==> src/rtl/filter_frame_sequencer.sv <==
// filter_frame_sequencer
// Frame-level controller for the streaming KxK line-buffer filter. Reads one
// WIDTHxHEIGHT RGB frame from pixel memory through a small credit-limited
// read-return FIFO. Streams it to the filter with B=(KERNEL_SIZE-1)/2 zero
// rows and columns of padding, followed by FLUSH_PIXELS drain zeros. Turns
// the filter's results into sequential memory writes.
// Optional feature macro: FILTER_SEQ_STALL_CNT_EN adds oStallCnt, which
// counts the ROW_PIX cycles spent waiting on an empty FIFO.
module filter_frame_sequencer #(
    parameter int WIDTH        = 320,
    parameter int HEIGHT       = 240,
    parameter int KERNEL_SIZE  = 3,
    parameter int FLUSH_PIXELS = 16,
    parameter int RD_DEPTH     = 4,
    parameter int ADDR_W       = 32
) (
    input  logic              clk,
    input  logic              reset,
    input  logic              iStart,
    input  logic [ADDR_W-1:0] iRdBase,
    input  logic [ADDR_W-1:0] iWrBase,
    output logic              oRdReq,
    output logic [ADDR_W-1:0] oRdAddr,
    input  logic              iRdValid,
    input  logic [23:0]       iRdData,
    output logic              oFiltValid,
    output logic [23:0]       oFiltData,
    input  logic              iFiltValid,
    input  logic [23:0]       iFiltData,
    output logic              oWrReq,
    output logic [ADDR_W-1:0] oWrAddr,
    output logic [23:0]       oWrData,
    output logic              oBusy,
    output logic              oDone
`ifdef FILTER_SEQ_STALL_CNT_EN
    ,
    output logic [31:0]       oStallCnt
`endif
);

    localparam int B       = (KERNEL_SIZE - 1) / 2;
    localparam int N_PIX   = WIDTH * HEIGHT;
    localparam int ROW_LEN = WIDTH + 2 * B;
    localparam int CNT_MAX = (ROW_LEN > FLUSH_PIXELS) ? ROW_LEN : FLUSH_PIXELS;
    localparam int ROW_MAX = (HEIGHT > B) ? HEIGHT : B;
    localparam int PIX_W   = $clog2(N_PIX + 1);
    localparam int CNT_W   = $clog2(CNT_MAX + 1);
    localparam int ROW_W   = $clog2(ROW_MAX + 1);
    localparam int PTR_W   = $clog2(RD_DEPTH);
    localparam int OCC_W   = $clog2(RD_DEPTH + 1);
    localparam int SUM_W   = OCC_W + 1;

    localparam logic [CNT_W-1:0] ROW_LAST   = CNT_W'(ROW_LEN - 1);
    localparam logic [CNT_W-1:0] PIX_LAST   = CNT_W'(WIDTH - 1);
    localparam logic [CNT_W-1:0] PAD_LAST   = CNT_W'((B > 0) ? B - 1 : 0);
    localparam logic [CNT_W-1:0] FLUSH_LAST = CNT_W'((FLUSH_PIXELS > 0) ? FLUSH_PIXELS - 1 : 0);
    localparam logic [ROW_W-1:0] ROWS_LAST  = ROW_W'(HEIGHT - 1);
    localparam logic [ROW_W-1:0] BROWS_LAST = ROW_W'((B > 0) ? B - 1 : 0);
    localparam logic [PIX_W-1:0] N_PIX_C    = PIX_W'(N_PIX);
    localparam logic [SUM_W-1:0] CREDIT_LIM = SUM_W'(RD_DEPTH);

    localparam logic [2:0] S_IDLE     = 3'd0;
    localparam logic [2:0] S_TOP_PAD  = 3'd1;
    localparam logic [2:0] S_ROW_LPAD = 3'd2;
    localparam logic [2:0] S_ROW_PIX  = 3'd3;
    localparam logic [2:0] S_ROW_RPAD = 3'd4;
    localparam logic [2:0] S_BOT_PAD  = 3'd5;
    localparam logic [2:0] S_FLUSH    = 3'd6;
    localparam logic [2:0] S_WAIT_WR  = 3'd7;

    // Padding-dependent successors; with B=0 the pad states are never entered.
    localparam logic [2:0] FIRST_ST = (B > 0) ? S_TOP_PAD : S_ROW_PIX;
    localparam logic [2:0] DRAIN_ST = (FLUSH_PIXELS > 0) ? S_FLUSH : S_WAIT_WR;
    localparam logic [2:0] ROWS_END = (B > 0) ? S_BOT_PAD : DRAIN_ST;
    localparam logic [2:0] NEXT_ROW = (B > 0) ? S_ROW_LPAD : S_ROW_PIX;

    logic [2:0]        state_q, state_d;
    logic [CNT_W-1:0]  cnt_q, cnt_d;
    logic [ROW_W-1:0]  row_q, row_d;
    logic [PIX_W-1:0]  rd_idx_q, rd_idx_d;
    logic [PIX_W-1:0]  wr_cnt_q, wr_cnt_d;
    logic [ADDR_W-1:0] rd_base_q, rd_base_d;
    logic [ADDR_W-1:0] wr_base_q, wr_base_d;
    logic [OCC_W-1:0]  out_q, out_d;
    logic [OCC_W-1:0]  occ_q, occ_d;
    logic [PTR_W-1:0]  wr_ptr_q, wr_ptr_d;
    logic [PTR_W-1:0]  rd_ptr_q, rd_ptr_d;
    logic              wr_req_q, wr_req_d;
    logic [ADDR_W-1:0] wr_addr_q, wr_addr_d;
    logic [23:0]       wr_data_q, wr_data_d;
    logic [23:0]       fifo_mem_q [RD_DEPTH];

    logic start_acc;
    logic busy_st;
    logic pad_st;
    logic fifo_empty;
    logic push;
    logic pop;
    logic rd_req;
    logic wr_fire;
    logic done;
    logic row_done;

    // Handshake decode shared by the FSM, read issuer, FIFO and write path.
    always_comb begin
        start_acc  = (state_q == S_IDLE) && iStart;
        busy_st    = (state_q != S_IDLE);
        pad_st     = (state_q == S_TOP_PAD) || (state_q == S_ROW_LPAD) ||
                     (state_q == S_ROW_RPAD) || (state_q == S_BOT_PAD) ||
                     (state_q == S_FLUSH);
        fifo_empty = (occ_q == '0);
        pop        = (state_q == S_ROW_PIX) && !fifo_empty;
        push       = iRdValid && busy_st;
        // Outstanding reads plus buffered pixels never exceed the FIFO depth,
        // so every returned pixel is guaranteed a slot.
        rd_req     = busy_st && (rd_idx_q != N_PIX_C) &&
                     (({1'b0, out_q} + {1'b0, occ_q}) < CREDIT_LIM);
        wr_fire    = busy_st && iFiltValid && (wr_cnt_q != N_PIX_C);
        done       = (state_q == S_WAIT_WR) && (wr_cnt_q == N_PIX_C);
        row_done   = (row_q == ROWS_LAST);
    end

    // Frame sequencing FSM: walks pad rows, padded pixel rows, then flush.
    always_comb begin
        state_d = state_q;
        cnt_d   = cnt_q;
        row_d   = row_q;
        case (state_q)
            S_IDLE: begin
                if (iStart) begin
                    cnt_d   = '0;
                    row_d   = '0;
                    state_d = FIRST_ST;
                end
            end
            S_TOP_PAD: begin
                if (cnt_q == ROW_LAST) begin
                    cnt_d = '0;
                    if (row_q == BROWS_LAST) begin
                        row_d   = '0;
                        state_d = S_ROW_LPAD;
                    end else begin
                        row_d = row_q + ROW_W'(1);
                    end
                end else begin
                    cnt_d = cnt_q + CNT_W'(1);
                end
            end
            S_ROW_LPAD: begin
                if (cnt_q == PAD_LAST) begin
                    cnt_d   = '0;
                    state_d = S_ROW_PIX;
                end else begin
                    cnt_d = cnt_q + CNT_W'(1);
                end
            end
            S_ROW_PIX: begin
                if (pop) begin
                    if (cnt_q == PIX_LAST) begin
                        cnt_d = '0;
                        if (B > 0) begin
                            state_d = S_ROW_RPAD;
                        end else if (row_done) begin
                            row_d   = '0;
                            state_d = ROWS_END;
                        end else begin
                            row_d   = row_q + ROW_W'(1);
                            state_d = NEXT_ROW;
                        end
                    end else begin
                        cnt_d = cnt_q + CNT_W'(1);
                    end
                end
            end
            S_ROW_RPAD: begin
                if (cnt_q == PAD_LAST) begin
                    cnt_d = '0;
                    if (row_done) begin
                        row_d   = '0;
                        state_d = ROWS_END;
                    end else begin
                        row_d   = row_q + ROW_W'(1);
                        state_d = NEXT_ROW;
                    end
                end else begin
                    cnt_d = cnt_q + CNT_W'(1);
                end
            end
            S_BOT_PAD: begin
                if (cnt_q == ROW_LAST) begin
                    cnt_d = '0;
                    if (row_q == BROWS_LAST) begin
                        row_d   = '0;
                        state_d = DRAIN_ST;
                    end else begin
                        row_d = row_q + ROW_W'(1);
                    end
                end else begin
                    cnt_d = cnt_q + CNT_W'(1);
                end
            end
            S_FLUSH: begin
                if (cnt_q == FLUSH_LAST) begin
                    cnt_d   = '0;
                    state_d = S_WAIT_WR;
                end else begin
                    cnt_d = cnt_q + CNT_W'(1);
                end
            end
            S_WAIT_WR: begin
                if (done) begin
                    state_d = S_IDLE;
                end
            end
            default: state_d = S_IDLE;
        endcase
    end

    // Read issuer, FIFO bookkeeping and write path next-state.
    always_comb begin
        rd_base_d = start_acc ? iRdBase : rd_base_q;
        wr_base_d = start_acc ? iWrBase : wr_base_q;

        rd_idx_d = rd_idx_q;
        if (start_acc) begin
            rd_idx_d = '0;
        end else if (rd_req) begin
            rd_idx_d = rd_idx_q + PIX_W'(1);
        end

        out_d = out_q;
        case ({rd_req, push})
            2'b10:   out_d = out_q + OCC_W'(1);
            2'b01:   out_d = out_q - OCC_W'(1);
            default: out_d = out_q;
        endcase

        occ_d = occ_q;
        case ({push, pop})
            2'b10:   occ_d = occ_q + OCC_W'(1);
            2'b01:   occ_d = occ_q - OCC_W'(1);
            default: occ_d = occ_q;
        endcase

        wr_ptr_d = push ? wr_ptr_q + PTR_W'(1) : wr_ptr_q;
        rd_ptr_d = pop  ? rd_ptr_q + PTR_W'(1) : rd_ptr_q;

        wr_cnt_d = wr_cnt_q;
        if (start_acc) begin
            wr_cnt_d = '0;
        end else if (wr_fire) begin
            wr_cnt_d = wr_cnt_q + PIX_W'(1);
        end

        wr_req_d  = wr_fire;
        wr_addr_d = wr_fire ? wr_base_q + ADDR_W'(wr_cnt_q) : wr_addr_q;
        wr_data_d = wr_fire ? iFiltData : wr_data_q;
    end

    // State registers; reset aborts any frame in flight.
    always_ff @(posedge clk) begin
        if (reset) begin
            state_q   <= S_IDLE;
            cnt_q     <= '0;
            row_q     <= '0;
            rd_idx_q  <= '0;
            wr_cnt_q  <= '0;
            rd_base_q <= '0;
            wr_base_q <= '0;
            out_q     <= '0;
            occ_q     <= '0;
            wr_ptr_q  <= '0;
            rd_ptr_q  <= '0;
            wr_req_q  <= 1'b0;
            wr_addr_q <= '0;
            wr_data_q <= '0;
        end else begin
            state_q   <= state_d;
            cnt_q     <= cnt_d;
            row_q     <= row_d;
            rd_idx_q  <= rd_idx_d;
            wr_cnt_q  <= wr_cnt_d;
            rd_base_q <= rd_base_d;
            wr_base_q <= wr_base_d;
            out_q     <= out_d;
            occ_q     <= occ_d;
            wr_ptr_q  <= wr_ptr_d;
            rd_ptr_q  <= rd_ptr_d;
            wr_req_q  <= wr_req_d;
            wr_addr_q <= wr_addr_d;
            wr_data_q <= wr_data_d;
        end
    end

    // Read-return FIFO storage; contents are only trusted while occupancy says so.
    always_ff @(posedge clk) begin
        if (push) begin
            fifo_mem_q[wr_ptr_q] <= iRdData;
        end
    end

`ifdef FILTER_SEQ_STALL_CNT_EN
    logic [31:0] stall_cnt_q, stall_cnt_d;

    // Stall counter next-state: empty-FIFO cycles inside ROW_PIX, held after the frame.
    always_comb begin
        stall_cnt_d = stall_cnt_q;
        if (start_acc) begin
            stall_cnt_d = '0;
        end else if ((state_q == S_ROW_PIX) && fifo_empty) begin
            stall_cnt_d = stall_cnt_q + 32'd1;
        end
    end

    // Stall counter register.
    always_ff @(posedge clk) begin
        if (reset) begin
            stall_cnt_q <= '0;
        end else begin
            stall_cnt_q <= stall_cnt_d;
        end
    end

    assign oStallCnt = stall_cnt_q;
`endif

    assign oRdReq     = rd_req;
    assign oRdAddr    = rd_req ? rd_base_q + ADDR_W'(rd_idx_q) : '0;
    assign oFiltValid = pad_st || pop;
    assign oFiltData  = pop ? fifo_mem_q[rd_ptr_q] : 24'd0;
    assign oWrReq     = wr_req_q;
    assign oWrAddr    = wr_addr_q;
    assign oWrData    = wr_data_q;
    assign oBusy      = busy_st && !done;
    assign oDone      = done;

endmodule

==> config.mk <==
export PLATFORM = sky130hd
export DESIGN_NAME = filter_frame_sequencer
export DESIGN_NICKNAME = d
export VERILOG_FILES = /design/src/rtl/filter_frame_sequencer.sv
export SDC_FILE = /design/constraint.sdc
export NUM_CORES = 1
export LEC_CHECK = 0
export CAP_MARGIN = 20
export CORE_UTILIZATION = 33
export DETAILED_ROUTE_END_ITERATION = 8
export PLACE_DENSITY = 0.53
export RECOVER_POWER = 50
export SYNTH_ARGS = -nofsm -noshare
export SYNTH_HDL_FRONTEND = slang
export SYNTH_SLANG_ARGS = --single-unit
==> constraint.sdc <==
create_clock -name clk -period 3.3 [get_ports clk]
set_input_delay 0.66 -clock clk [delete_from_list [all_inputs] [get_ports clk]]
set_output_delay 0.66 -clock clk [all_outputs]
set_load 0.03 [all_outputs]
== Yosys cells after proc, flatten, opt, wreduce, memory -nomap -nowiden ==
Memory sizes are Yosys's and may differ from the RTL's. A register that Yosys moved wholly into a read port is not among the register bits.
Cells that the tools add are included.

* Memories: 1
* Bits of input ports: 117
* Output and inout port bits: 117
* Latch bits: 0
* ROM bits: 0
* Register bits: 185
* Bits in writable memories: 96
* Word-level logic and storage cells: 124

* Equal/unequal tests: 30
* Add/sub/neg operators: 13
* Reductions and logical operators: 31
* Multipliers: 0
* $lt $le $gt $ge: 1
* Shift-type cells: 0
* Div/mod/pow operators: 0
* Bitwise operators: 0
* Muxes and demuxes: 34

{| class="wikitable"
|+ Memories
! name !! words !! bits a word !! read ports !! clocked after memory_dff !! write ports !! line !! source
|-
| fifo_mem_q || 4 || 24 || 1 || 1 || 1 || 91 || <nowiki>logic [23:0] fifo_mem_q [RD_DEPTH];</nowiki>
|}

{| class="wikitable"
|+ Operator list
! operator !! count
|-
| adder 32 x 17 -> 32 bit || 2
|-
| 2-to-1 mux 9 bit || 6
|-
| case mux 9 bit (5 select lines) || 1
|-
| 2-to-1 mux 8 bit || 5
|-
| 2-to-1 mux 3 bit || 12
|-
| adder 17 x 1 -> 17 bit, second input constant || 2
|-
| != test 17 bit, second input constant || 2
|-
| 2-to-1 mux 32 bit || 1
|-
| 2-to-1 mux 24 bit || 1
|-
| case mux 3 bit (8 select lines) || 1
|-
| case mux 8 bit (3 select lines) || 1
|-
| equality test 9 bit, second input constant || 2
|-
| != test 2 x 1 -> 1 bit, second input constant || 9
|-
| equality test 17 bit, second input constant || 1
|-
| equality test 3 bit, second input constant || 4
|-
| case mux 3 bit (2 select lines) || 2
|-
| AND reduction 11 bit || 1
|-
| adder 9 x 1 -> 9 bit, second input constant || 1
|-
| equality test 9 x 4 -> 1 bit, second input constant || 1
|-
| logical AND 1 bit || 9
|-
| zero test 9 bit || 1
|-
| adder 8 x 1 -> 8 bit, second input constant || 1
|-
| equality test 8 bit, second input constant || 1
|-
| zero test 8 bit || 1
|-
| other kinds (21) || 41
|}

== Longest topological paths before layout ==
* Depth in word-level cells: 6
* Depth in mapped cells: 12
* Depth with buffers taken out: 11

== Worst setup path before layout ==
OpenSTA, ideal clock, no wires.

* Path kind: register -> output
* From: reg rd_idx_q[0]
* To: out oRdAddr[22]
* Stages on the path, launching flop included: 11
* Arrival time: 2.997 ns
* Required time: 2.640 ns
* Path slack: -0.357 ns
* Path buffers: 0
* Path through: dfxtp_1 -> ha_1 -> inv_1 -> fa_1 -> nor2b_1 -> o31a_1 -> o31ai_1 -> a2111oi_0 -> o21ai_0 -> xor2_1 -> nor2_1

* Cells in the longest elaborated chain, start to end: 4
* Elaborated cells between the ends (all ways): 5
* Those cells by class: 1 x add/sub; 1 x eq/ne; 1 x mux; 2 x reduce/logical

{| class="wikitable"
|+ Ends and longest elaborated chain
! element !! line !! source
|-
| from (decl) || 80 || <nowiki>logic [PIX_W-1:0] rd_idx_q, rd_idx_d;</nowiki>
|-
| from (signal assigned) || 281 || <nowiki>rd_idx_q <= rd_idx_d;</nowiki>
|-
| branches (longest 3 deep; another with adder 32 x 17 -> 32 bit) || - ||
|-
| 2-to-1 mux 32 bit (*) || 328 || <nowiki>assign oRdAddr = rd_req ? rd_base_q + ADDR_W'(rd_idx_q) : '0;</nowiki>
|-
| to (decl) || 23 || <nowiki>output logic [ADDR_W-1:0] oRdAddr,</nowiki>
|}

Every way passes the cells marked *.

== Final worst setup path ==
Ends and elaborated chain as after synthesis.

==> out/summary.md <==
* 0.006909 mm² — multi-input logic area
* 3 — Max clock buf depth
* 0.006643 mm² — footprint of the flip-flops and latches
* 1,861 — final-stage net count
* 15.69% — share of cells above drive strength 1
* 38,140 µm — wirelength, routed
* 234 — Boundary Pins
* flip-flop to flip-flop — Hold WC Path Type
* 96 — count of flip-flops with a built-in enable after synthesis
* 0 — GRT overflow
* 233 — count of input and output buffers
* 34 — TritonCTS buffer count
* 2 — H-tree Lvls
* 11,006 — vias in the first global route
* 3 — antenna violations before repair
* 203.9 µm — vertical die dimension
* capacitance limit, slew limit, setup timing — failing checks
* 0 — Warnings, synthesis
* 6.645 nW — leakage dissipation
* sky130_fd_sc_hd__fa_2 — Crit-path slowest cell
* sky130_fd_sc_hd__dfxtp_1 (28%), sky130_fd_sc_hd__edfxtp_1 (21%), sky130_fd_sc_hd__nand2_1 (7.2%) — largest cells by area after synthesis
* 203.9 µm — floorplan die width
* built — clock tree from TritonCTS
* 63 — count of different cell masters after synthesis
* 0.21 ns — R2R Setup Slk
* 0.04155 mm² — Die Outline Area
* 17.03 µm — drt wl/cell
* 1,588 — synthesized net count
* 2069 µm — met3 WL
* 0.36 ns — worst stage delay on the critical path
* flip-flop to output port — Setup CP Type
* 49.28% — proportion of synthesized chip area in sequential cells
* compound AO/OA/AOI/OAI gates — kind of cell adding the most delay to the critical path
* 5 — number of detailed-routing iterations run before antenna repair
* 634.9 mW/mm² — power density cells
* 33.69% — Initial Utilization
* -6.407 ns — Setup Total Neg Slack
* 0 — Final Hold Vio Count
* true — unrepaired setup endpoints after global routing
* 37.0% — sequential power share
* 32.7% — fraction of power consumed by the clock network
* 25 — Max Slew Vio Count
* finished with violations — result of the run
* 705 — number of DRC markers in iteration 0
* 1.586 ns — slew of the pin with the lowest slew margin
* sky130_fd_sc_hd__clkbuf_16 — CTS Root Cell
* 0.8843 — final weighted congestion in routability-driven placement
* 9.495 µm² — synthesized area divided by synthesized cell count
* 308.6 µV — IR drop worst, VDD
* ha_4, inv_2, fa_2, nor2b_2, o31a_1, o31ai_4, a2111oi_4, buf_4, buf_4, o21ai_2, xor2_1, nor2_1, buf_4 — ordered cell list for the critical path
* -0.4118 ns — setup slack of the critical path after layout
* 18.21% — GR Util All Layers
* 0.01854 mm² — Non-Filler Cell Area, Final
* 0.03991 mm² — Floorplan Core Area
* 7.852 mW — Internal Power
* 0% — share of flip-flops with an asynchronous set or reset after synthesis
* 0.06 ns — clock slew seen by the registers of the worst setup and hold paths
* output port — kind of end point of the critical path
* 2,240 — number of standard cells in the final layout excluding fillers
* 25,970 µm — Detailed Place HPWL
* 1,416 — synthesized instance count
* 30.3% — share of power burned in combinational logic
* 0.01393 ns — Max Clock Skew
* 27.84% — top-area cell type share of the netlist area
* 59,940 µm — global-route wire length before repair
* 23 — Setup-failing EPs final
* 11,306 — Vias
* 0.52 ns — worst skew pair latency
* 0 — ANT nets after route
* sky130_fd_sc_hd__dfxtp_1 — area leader, netlist
* 37.88% — layout overhead on the synthesized area
* 5 — CP max FO
* -0.2351 ns — Place WS
* 2,151 — placed cells
* 1 — count of max-cap constraint violations
* 3.712 ns — clock period minus worst slack
* 0 — DRC violations left
* met5 — top routing layer in use
* 5.047 — Vias per Instance
* 283 — Clock Sink Count
* sky130_fd_sc_hd__nand2_1 (259), sky130_fd_sc_hd__dfxtp_1 (187), sky130_fd_sc_hd__a21oi_1 (153) — top cells by count, synth
* 0.01658 mm² — Post-Place Cell Area
* 283 — flip-flop and latch count after synthesis
* 17,030 µm — Met1 Wirelength
* sky130_fd_sc_hd__buf_4 — cell repeated most along the worst path
* 33.29% — switching fraction of total power
* -5.724% — worst max-slew margin expressed relative to the limit
* 112.5% — fraction of the cycle the final worst path needs
* 3,770 — # fillers
* 0.2694 GHz — maximum operating frequency
* 17,990 µm — total met2 wirelength after detailed routing
* 3.919 mW — net switching power of the design
* 2.64 ns — critical path data required time
* 4 — buffer and inverter count on the worst path
* sky130_fd_sc_hd__dfxtp_1 — most used flip-flop cell after synthesis
* sky130_fd_sc_hd__nand2_1 — most frequent cell after synthesis
* 3.05 ns — arrival time of data at the critical path endpoint
* 73 — standard-cell row count
* 69 — pin count of the biggest net entering global routing
* flip-flop — Setup crit start kind
* 0.01345 mm² — post-synth design cell area
cell usage in the layout (no fill, tap or decap), drive strengths merged, types with 4 or more instances in the layout:
cell type / synthesis / layout
dlygate4sd3: 0 / 24
ha: 51 / 51
dfxtp: 187 / 187
mux4: 24 / 24
a31oi: 9 / 9
clkdlybuf4s50: 0 / 169
o21ai: 37 / 37
o21bai: 6 / 6
or3: 17 / 17
fa: 4 / 4
xnor2: 26 / 26
and4: 6 / 6
inv: 34 / 36
and3: 18 / 18
xor2: 52 / 52
a211oi: 15 / 15
nand2: 259 / 259
clkbuf: 55 / 58
o31ai: 14 / 14
nand2b: 4 / 4
o21a: 9 / 9
nand3: 28 / 28
a311oi: 7 / 7
o211ai: 9 / 9
dlymetal6s2s: 0 / 6
and2: 31 / 31
buf: 16 / 102
clkinv: 1 / 7
or4: 12 / 12
nor3: 26 / 26
nand3b: 5 / 5
a21o: 13 / 13
nand4: 26 / 26
nor2: 112 / 112
nor2b: 6 / 6
a2111oi: 5 / 5
nor4b: 5 / 5
a21oi: 153 / 153
nor4: 6 / 6
edfxtp: 96 / 96
power groups by stage:
| stage | Clock (mW) | Sequential, mW | Combinational, mW |
|---|---|---|---|
| 2_1_floorplan | 0 | 4.56 | 1.71 |
| 3_3_place_gp | 0 | 4.38 | 3.16 |
| 3_5_place_dp | 0 | 4.40 | 3.17 |
| 4_1_cts | 3.95 | 4.34 | 3.39 |
| 5_1_grt | 4.09 | 4.41 | 3.90 |
| 6_report | 3.85 | 4.35 | 3.57 |
through the flow:
step	power (mW)	hold slack, ns	util (%)
floorplan	6.279	0.4400	-
global placement	7.545	0.4415	41.54
detailed placement	7.573	0.4455	41.54
CTS	11.69	0.4536	45.65
global route	12.40	0.4723	46.44
finish	11.77	0.4513	46.45
final cells by class:
class / instances / share of cell area, %
Timing Repair Buffer: 308 / 16.35
Multi-Input combinational cell: 1027 / 37.27
Tap cell: 525 / 3.543
Clock inverter: 10 / 0.7491
Inverter: 35 / 0.7221
Sequential cell: 283 / 35.83
Clock buffer: 51 / 5.527
Antenna cell: 1 / 0.01350
state kept, by name, indices dropped and copies added (netlist names), 8 cells and up, named ones only:
name,flops
row_q,8
fifo_mem_q,96
wr_base_q,32
rd_base_q,32
wr_cnt_q,17
oWrData,24
rd_idx_q,17
cnt_q,9
oWrAddr,32
repair_timing:
action,4_1_cts,5_1_grt
resized for setup,67,63
hold buffers,0,0
gates cloned,2,0
endpoints found under the setup margin,27,56
buffers inserted,16,20
pin swaps,37,28
routing by layer:
metal	track usage [%]	vias to the layer above
met5	0	-
met4	5.747	4
met3	3.571	66
met2	29.96	255
met1	23.97	5377
li1	-	5604
cells by family after synthesis:
family                     share of synthesized area [%]
AOI/OAI and AO/OA                                  13.48
xor gates and xnor gates                           5.081
adders and majority gates                          5.342
buffers and inverters                              2.978
DFF                                                49.28
muxes                                              4.169
and+or+nand+nor                                    19.66
worst paths after layout:
path	start	end	depth (start not counted)
worst min-delay path	oWrData[21]	oWrData[21]	2
worst max-delay path	rd_idx_q[0]	oRdAddr[22]	13
worst max register to register	state_q[1]	fifo_mem_q[0][8]	6
worst min register to register	oWrData[21]	oWrData[21]	2
worst reg2reg max path, cell delays in order (launching register included):
cell	delay [ns]
sky130_fd_sc_hd__dfxtp_1	0.32
sky130_fd_sc_hd__clkbuf_1	0.45
sky130_fd_sc_hd__nor2_1	0.15
sky130_fd_sc_hd__nand2_1	0.13
sky130_fd_sc_hd__clkbuf_1	0.29
sky130_fd_sc_hd__and3_1	0.20
sky130_fd_sc_hd__clkbuf_1	1.15
Power figures use the tool's default switching activity.
